==> src/rtl/dmem_arb_pkg.sv <==
// rtl/dmem_arb_pkg.sv - shared types and constants for the data-memory arbiter
package dmem_arb_pkg;

    typedef enum logic [1:0] {
        ST_IDLE = 2'd0,
        ST_OWN0 = 2'd1,
        ST_OWN1 = 2'd2
    } arb_state_e;

    localparam logic PORT0 = 1'b0;
    localparam logic PORT1 = 1'b1;

endpackage

==> src/rtl/dmem_arb_if.sv <==
// rtl/dmem_arb_if.sv - requester ports and data_mem bus bundled for the arbiter
interface dmem_arb_if #(
    parameter int AW = 14
);
    logic          p0_req;
    logic          p0_we;
    logic          p0_lock;
    logic [31:0]   p0_addr;
    logic [31:0]   p0_wdata;
    logic          p0_gnt;
    logic [31:0]   p0_rdata;

    logic          p1_req;
    logic          p1_we;
    logic          p1_lock;
    logic [31:0]   p1_addr;
    logic [31:0]   p1_wdata;
    logic          p1_gnt;
    logic [31:0]   p1_rdata;
    logic          p1_starved;

    logic [AW-1:0] mem_a;
    logic          mem_we;
    logic [31:0]   mem_d;
    logic [31:0]   mem_spo;

    // Requesters and the memory model: drive requests and read data, observe grants.
    modport master (
        output p0_req, p0_we, p0_lock, p0_addr, p0_wdata,
        input  p0_gnt, p0_rdata,
        output p1_req, p1_we, p1_lock, p1_addr, p1_wdata,
        input  p1_gnt, p1_rdata, p1_starved,
        input  mem_a, mem_we, mem_d,
        output mem_spo
    );

    // Arbiter view.
    modport slave (
        input  p0_req, p0_we, p0_lock, p0_addr, p0_wdata,
        output p0_gnt, p0_rdata,
        input  p1_req, p1_we, p1_lock, p1_addr, p1_wdata,
        output p1_gnt, p1_rdata, p1_starved,
        output mem_a, mem_we, mem_d,
        input  mem_spo
    );
endinterface

==> src/rtl/arb_wait_counter.sv <==
// rtl/arb_wait_counter.sv - saturating count of consecutive cycles port 1 was denied
module arb_wait_counter #(
    parameter int MAX_WAIT = 4
) (
    input  logic       clk,
    input  logic       rst_n,
    input  logic       req_i,
    input  logic       gnt_i,
    output logic [3:0] cnt_o,
    output logic       sat_o
);
    localparam logic [3:0] MAX_C = 4'(MAX_WAIT);

    logic [3:0] cnt_q;
    logic [3:0] cnt_d;

    // Clear on a grant, count denied requests up to the ceiling, hold otherwise.
    always_comb begin
        cnt_d = cnt_q;
        if (gnt_i) begin
            cnt_d = 4'd0;
        end else if (req_i && (cnt_q != MAX_C)) begin
            cnt_d = cnt_q + 4'd1;
        end
    end

    // Counter register.
    always_ff @(posedge clk or negedge rst_n) begin
        if (!rst_n) begin
            cnt_q <= 4'd0;
        end else begin
            cnt_q <= cnt_d;
        end
    end

    assign cnt_o = cnt_q;
    assign sat_o = (cnt_q == MAX_C);
endmodule

==> src/rtl/dmem_arbiter.sv <==
// rtl/dmem_arbiter.sv - CPU-priority two-port arbiter for data_mem with lock and anti-starvation
module dmem_arbiter
    import dmem_arb_pkg::*;
#(
    parameter int AW       = 14,
    parameter int MAX_WAIT = 4
) (
    input  logic       clk,
    input  logic       rst_n,
    dmem_arb_if.slave  bus
);
    arb_state_e state_q;
    arb_state_e state_d;
    logic       g0;
    logic       g1;
    logic       sel;
    logic       starved;
    logic [3:0] wait_cnt;

    arb_wait_counter #(
        .MAX_WAIT (MAX_WAIT)
    ) u_wait (
        .clk   (clk),
        .rst_n (rst_n),
        .req_i (bus.p1_req),
        .gnt_i (g1),
        .cnt_o (wait_cnt),
        .sat_o (starved)
    );

    // Grant decision: lock owner is exclusive; in IDLE a starved port 1 beats the CPU.
    always_comb begin
        g0 = 1'b0;
        g1 = 1'b0;
        case (state_q)
            ST_IDLE: begin
                if (bus.p1_req && starved) begin
                    g1 = 1'b1;
                end else if (bus.p0_req) begin
                    g0 = 1'b1;
                end else if (bus.p1_req) begin
                    g1 = 1'b1;
                end
            end
            ST_OWN0: g0 = bus.p0_req;
            ST_OWN1: g1 = bus.p1_req;
            default: begin
                g0 = 1'b0;
                g1 = 1'b0;
            end
        endcase
    end

    // Next ownership follows the lock bit of whichever access is granted.
    always_comb begin
        state_d = state_q;
        if (g0) begin
            state_d = bus.p0_lock ? ST_OWN0 : ST_IDLE;
        end else if (g1) begin
            state_d = bus.p1_lock ? ST_OWN1 : ST_IDLE;
        end
    end

    // Ownership register; reset drops any held lock immediately.
    always_ff @(posedge clk or negedge rst_n) begin
        if (!rst_n) begin
            state_q <= ST_IDLE;
        end else begin
            state_q <= state_d;
        end
    end

    // Bus follows port 0 unless port 1 is granted; everything is forced quiet in reset.
    assign sel          = g1 ? PORT1 : PORT0;
    assign bus.p0_gnt   = g0 & rst_n;
    assign bus.p1_gnt   = g1 & rst_n;
    assign bus.mem_a    = !rst_n ? '0
                        : (sel == PORT1) ? bus.p1_addr[AW+1:2] : bus.p0_addr[AW+1:2];
    assign bus.mem_d    = !rst_n ? 32'd0
                        : (sel == PORT1) ? bus.p1_wdata : bus.p0_wdata;
    assign bus.mem_we   = rst_n & ((g0 & bus.p0_we) | (g1 & bus.p1_we));
    assign bus.p0_rdata = bus.mem_spo;
    assign bus.p1_rdata = bus.mem_spo;
    assign bus.p1_starved = starved & rst_n;

    logic unused_bits;
    assign unused_bits = ^{bus.p0_addr[31:AW+2], bus.p0_addr[1:0],
                           bus.p1_addr[31:AW+2], bus.p1_addr[1:0], wait_cnt};
endmodule
==> src/flat_wrapper.sv <==
// flat-port wrapper written by rule: the top's interface ports become plain ports
module dmem_arbiter_flat import dmem_arb_pkg::*;
#(
    parameter int AW       = 14,
    parameter int MAX_WAIT = 4
)
  (clk, rst_n, bus_p0_req, bus_p0_we, bus_p0_lock, bus_p0_addr, bus_p0_wdata, bus_p0_gnt, bus_p0_rdata, bus_p1_req, bus_p1_we, bus_p1_lock, bus_p1_addr, bus_p1_wdata, bus_p1_gnt, bus_p1_rdata, bus_p1_starved, bus_mem_a, bus_mem_we, bus_mem_d, bus_mem_spo);
  dmem_arb_if #(.AW(AW)) bus_i ();
  input  logic clk;
  input  logic rst_n;
  input wire logic [$bits(bus_i.p0_req)-1:0] bus_p0_req;
  input wire logic [$bits(bus_i.p0_we)-1:0] bus_p0_we;
  input wire logic [$bits(bus_i.p0_lock)-1:0] bus_p0_lock;
  input wire logic [$bits(bus_i.p0_addr)-1:0] bus_p0_addr;
  input wire logic [$bits(bus_i.p0_wdata)-1:0] bus_p0_wdata;
  output wire logic [$bits(bus_i.p0_gnt)-1:0] bus_p0_gnt;
  output wire logic [$bits(bus_i.p0_rdata)-1:0] bus_p0_rdata;
  input wire logic [$bits(bus_i.p1_req)-1:0] bus_p1_req;
  input wire logic [$bits(bus_i.p1_we)-1:0] bus_p1_we;
  input wire logic [$bits(bus_i.p1_lock)-1:0] bus_p1_lock;
  input wire logic [$bits(bus_i.p1_addr)-1:0] bus_p1_addr;
  input wire logic [$bits(bus_i.p1_wdata)-1:0] bus_p1_wdata;
  output wire logic [$bits(bus_i.p1_gnt)-1:0] bus_p1_gnt;
  output wire logic [$bits(bus_i.p1_rdata)-1:0] bus_p1_rdata;
  output wire logic [$bits(bus_i.p1_starved)-1:0] bus_p1_starved;
  output wire logic [$bits(bus_i.mem_a)-1:0] bus_mem_a;
  output wire logic [$bits(bus_i.mem_we)-1:0] bus_mem_we;
  output wire logic [$bits(bus_i.mem_d)-1:0] bus_mem_d;
  input wire logic [$bits(bus_i.mem_spo)-1:0] bus_mem_spo;
  assign bus_i.p0_req = bus_p0_req;
  assign bus_i.p0_we = bus_p0_we;
  assign bus_i.p0_lock = bus_p0_lock;
  assign bus_i.p0_addr = bus_p0_addr;
  assign bus_i.p0_wdata = bus_p0_wdata;
  assign bus_p0_gnt = bus_i.p0_gnt;
  assign bus_p0_rdata = bus_i.p0_rdata;
  assign bus_i.p1_req = bus_p1_req;
  assign bus_i.p1_we = bus_p1_we;
  assign bus_i.p1_lock = bus_p1_lock;
  assign bus_i.p1_addr = bus_p1_addr;
  assign bus_i.p1_wdata = bus_p1_wdata;
  assign bus_p1_gnt = bus_i.p1_gnt;
  assign bus_p1_rdata = bus_i.p1_rdata;
  assign bus_p1_starved = bus_i.p1_starved;
  assign bus_mem_a = bus_i.mem_a;
  assign bus_mem_we = bus_i.mem_we;
  assign bus_mem_d = bus_i.mem_d;
  assign bus_i.mem_spo = bus_mem_spo;
  dmem_arbiter #(.AW(AW), .MAX_WAIT(MAX_WAIT)) u_core (.clk(clk), .rst_n(rst_n), .bus(bus_i));
endmodule
==> config.mk <==
export PLATFORM = sky130hd
export DESIGN_NAME = dmem_arbiter_flat
export DESIGN_NICKNAME = d
export VERILOG_FILES = /design/src/rtl/dmem_arb_pkg.sv /design/src/rtl/dmem_arb_if.sv /design/src/rtl/arb_wait_counter.sv /design/src/rtl/dmem_arbiter.sv /design/src/flat_wrapper.sv
export SDC_FILE = /design/constraint.sdc
export NUM_CORES = 1
export LEC_CHECK = 0
export ABC_AREA = 1
export CAP_MARGIN = 20
export CORE_AREA = 2 2 110 112
export CTS_BUF_LIST = sky130_fd_sc_hd__clkbuf_4 sky130_fd_sc_hd__clkbuf_8 sky130_fd_sc_hd__clkbuf_16
export DETAILED_ROUTE_END_ITERATION = 10
export DIE_AREA = 0 0 112 114
export PLACE_DENSITY = 0.6
export SYNTH_ARGS = -nofsm -noshare
export SYNTH_HDL_FRONTEND = slang
export SYNTH_SLANG_ARGS = --single-unit
==> constraint.sdc <==
create_clock -name clk -period 2.25 [get_ports clk]
set_input_delay 0.45 -clock clk [delete_from_list [all_inputs] [get_ports clk]]
set_output_delay 0.45 -clock clk [all_outputs]
set_load 0.005 [all_outputs]
==> key figures <==
Clock network
  – CTS HTree Levels: 1
  – CTS tree: done
  – CTS Hold Buffers Added: 0
  – CTS Buf Count: 3
  – CTS clk-pin slew, worst paths: 0.03 ns
  – Clock root cell: clkbuf_16
  – Max clock buf depth: 2
  – Clk sink count: 6
  – Later-pin clock latency in the skew report: 0.23 ns

Final layout
  – Share of layout cells above drive strength 1: 30.51%
  – Most frequent cells in the layout: clkdlybuf4s50_1 (97), nor2_1 (72), nand2_1 (59)
  – Area Overhead vs Synth: 94.60%
  – Leading cell type in the layout, fill and taps excluded: clkdlybuf4s50_1
  – Final instance area: 3740 um^2
  – Cell Count, Final, Fillers Out: 642
  – Layout fillers: 1,270
  – ANT cells: 0
  – # nets final: 667

Floorplan
  – Total Die Area: 12,770 um^2
  – Initial Util: 16.41%
  – Die X: 112 um
  – Die Ht: 114 um
  – # IOs: 282
  – CORE AREA: 11,710 um^2
  – Standard-cell rows: 40

Power and ir drop
  – Peak supply drop: between 0.3 and 0.4 mV
  – Leakage power: 1.922 nW
  – PnR Total Power: about 2.7 mW
  – Pwr dens: 734.1 nW/um^2

STA
  – Tcrit/Tclk final: 102.6%
  – Unrepaired setup endpoints after global routing: yes
  – Fmax: around 0.43 GHz
  – Final setup margin: -0.05782 ns
  – Hold Vio Cnt, Final: 0
  – Final setup fails: 3
  – Worst slew pin tran: around 0.26 ns
  – Max_slew headroom: between 80% and 90%
  – Tmin final: between 2 and 2.5 ns
  – Clock skew: 0.001844 ns
  – Max-slew violation count: 0
  – Worst hold margin: about 0.2 ns

Job
  – Max-cap violations: 0

Logic synthesis
  – Largest family of logic cells by synthesized area: simple AND/OR/NAND/NOR gates
  – Register area share after synthesis: 7.813%
  – Post-Syn Area per Cell: 5.166 um^2
  – Cell variety after synth: 19
  – Compound-cell area share of the yosys netlist: 0.8464%
  – Warnings from Yosys: 0
  – Synth Area in Adders: 1.302%
  – Cells after synthesis: 372
  – Synth Area in Simple Gates: 48.37%
  – Post-synthesis mux area share: 0%
  – Post-Syn Area: 1922 um^2
  – XOR/XNOR Fraction of Synth Area: 0%
  – Synthesis-stage register bit count: 6
  – Syn_nets: around 540

Global routing
  – First-pass GRT wire length: between 10 and 15 mm
  – GRT Residual Overflow: 0
  – Number of global-route vias before repair: 2,509
  – All-layer global routing usage: about an eighth
  – Largest net degree at the start of global routing: 31
  – Initial antenna violation count: 0

Worst setup path
  – CP Max Fanout: 4
  – CP delay by family, top: buffers and inverters
  – Critical path's slowest cell: clkdlybuf4s15_1
  – WP buf/inv: 9
  – Setup crit start: bus_p0_req
  – Setup CP Type: primary input to primary output
  – CP cell instances: clkdlybuf4s15_1 -> inv_2 -> buf_4 -> o21ai_4 -> nand2_4 -> buf_12 -> buf_12 -> buf_6 -> buf_6 -> buf_6 -> nor2_1 -> nor2_1 -> buf_2
  – Critical path's most frequent cell: buf_6
  – Max stage delay on crit path: 0.17 ns
  – CP arrival: about 1.9 ns
  – Crit path launch type: primary input
  – Critical Path End Type: primary output
  – Worst R2R Start: u_core.u_wait.cnt_o[0]
  – CP required: 1.80 ns

Worst hold path
  – Tightest Hold Check Type: primary input to asynchronous set/reset pin

Placed design
  – DP Cell Count: 603
  – Buffers on Ports: 149
  – Final HPWL DP: 5.633 mm
  – Worst setup slack after placement: -0.4822 ns
  – Final Wtd Congestion: 0.7846
  – Post-DP Area: 3214 um^2

Status
  – Outcome: complete, but fails checks
  – Failing checks: setup timing

Routing
  – DR vias/cell: 4.050
  – Mean routed wirelength per cell: 13.29 um
  – DRC: 0
  – Antenna-violating nets left: 0
  – Vias: 2,600
  – Initial DRC Count: 107
  – Final Routed Wirelength: between 8 and 9 mm
  – DR pass1 iterations: 4
-- area by class of cell --
type	count	area, um^2	share of cell area (%)
Timing Repair Buffer	204	1983	53.03
Multi-Input combinational cell	228	1145	30.61
Inverter	54	202.7	5.420
Tap cell	147	183.9	4.918
Sequential cell	6	150.1	4.015
Clock buffer	3	75.07	2.007
-- power breakdown --
| group | total, mW | internal (mW) | switching (mW) | leakage, nW |
|---|---|---|---|---|
| logic | 2.24 | 1.26 | 0.976 | 1.81 |
| registers | 0.215 | 0.159 | 0.0557 | 0.0766 |
| clock network | 0.294 | 0.229 | 0.0656 | 0.0370 |
-- per-stage QoR --
stage	setup TNS, ns	util, %
after floorplan	0	-
after global placement	-17.27	27.45
after detailed placement	-19.40	27.45
after CTS	-0.3350	31.14
after global routing	-1.466	31.93
final	-0.1248	31.93
-- worst reg2reg max path, cell delays in order (launching register included) --
cell and delay [ns]:
dfrtp_1 0.38, inv_2 0.08, ha_4 0.13, buf_6 0.09, nand3_4 0.07, nand2_4 0.10, buf_12 0.13, nand2_1 0.07
buf_4 0.16, nand3_1 0.07, nand2_1 0.05
-- timing repair --
action	in CTS	in global routing
buffers inserted	28	6
gates cloned	5	2
endpoints found under the hold margin	0	0
gates resized for setup	225	34
pin swaps	24	18
setup endpoints to repair	49	48
-- kinds of logic after synthesis --
family | count (synthesis)
simple gates | 223
buf+inv | 138
flops | 6
compound gates | 3
fa+ha+maj | 2
-- synth_stat cells --
cell | count | area share, %
buf_2 | 7 | 1.8
o21ai_0 | 1 | 0.26
inv_2 | 2 | 0.39
nand2_2 | 1 | 0.33
o21ai_1 | 1 | 0.26
nand4_1 | 3 | 0.98
clkbuf_1 | 1 | 0.20
buf_1 | 6 | 1.2
nor2_4 | 1 | 0.59
buf_4 | 67 | 26
a31oi_1 | 1 | 0.33
buf_6 | 3 | 1.8
nand3_1 | 55 | 14
nand3_2 | 1 | 0.52
nand2_1 | 64 | 12
ha_1 | 2 | 1.3
inv_1 | 52 | 10
dfrtp_1 | 6 | 7.8
nor2_1 | 98 | 19
-- metal layers --
| metal | share of wire [%] | global-route usage, % | up-vias |
|---|---|---|---|
| li1 | - | - | 1296 |
| met2 | 49 | 22.55 | 107 |
| met1 | 41 | 13.97 | 1174 |
| met5 | 0 | 0 | - |
| met3 | 7.5 | 2.550 | 23 |
| met4 | 2.2 | 3.902 | 0 |
-- final timing paths --
check	cells past startpoint	slack, ns	endpoint
min in group clk	2	0.56	u_core.state_q[0]
max in group asynchronous	2	1.91	u_core.state_q[1]
hold reg to reg	2	0.56	u_core.state_q[0]
setup reg to reg	10	0.80	u_core.u_wait.cnt_o[3]
hold / removal	2	0.20	u_core.u_wait.cnt_o[2]
setup / recovery	13	-0.06	bus_mem_d[15]
-- sequential cells by signal (all words and copies together) (netlist names) --
register and cells:
u_core.state_q 2, u_core.u_wait.cnt_o 4
No activity file was read; power rests on OpenSTA's default activity.
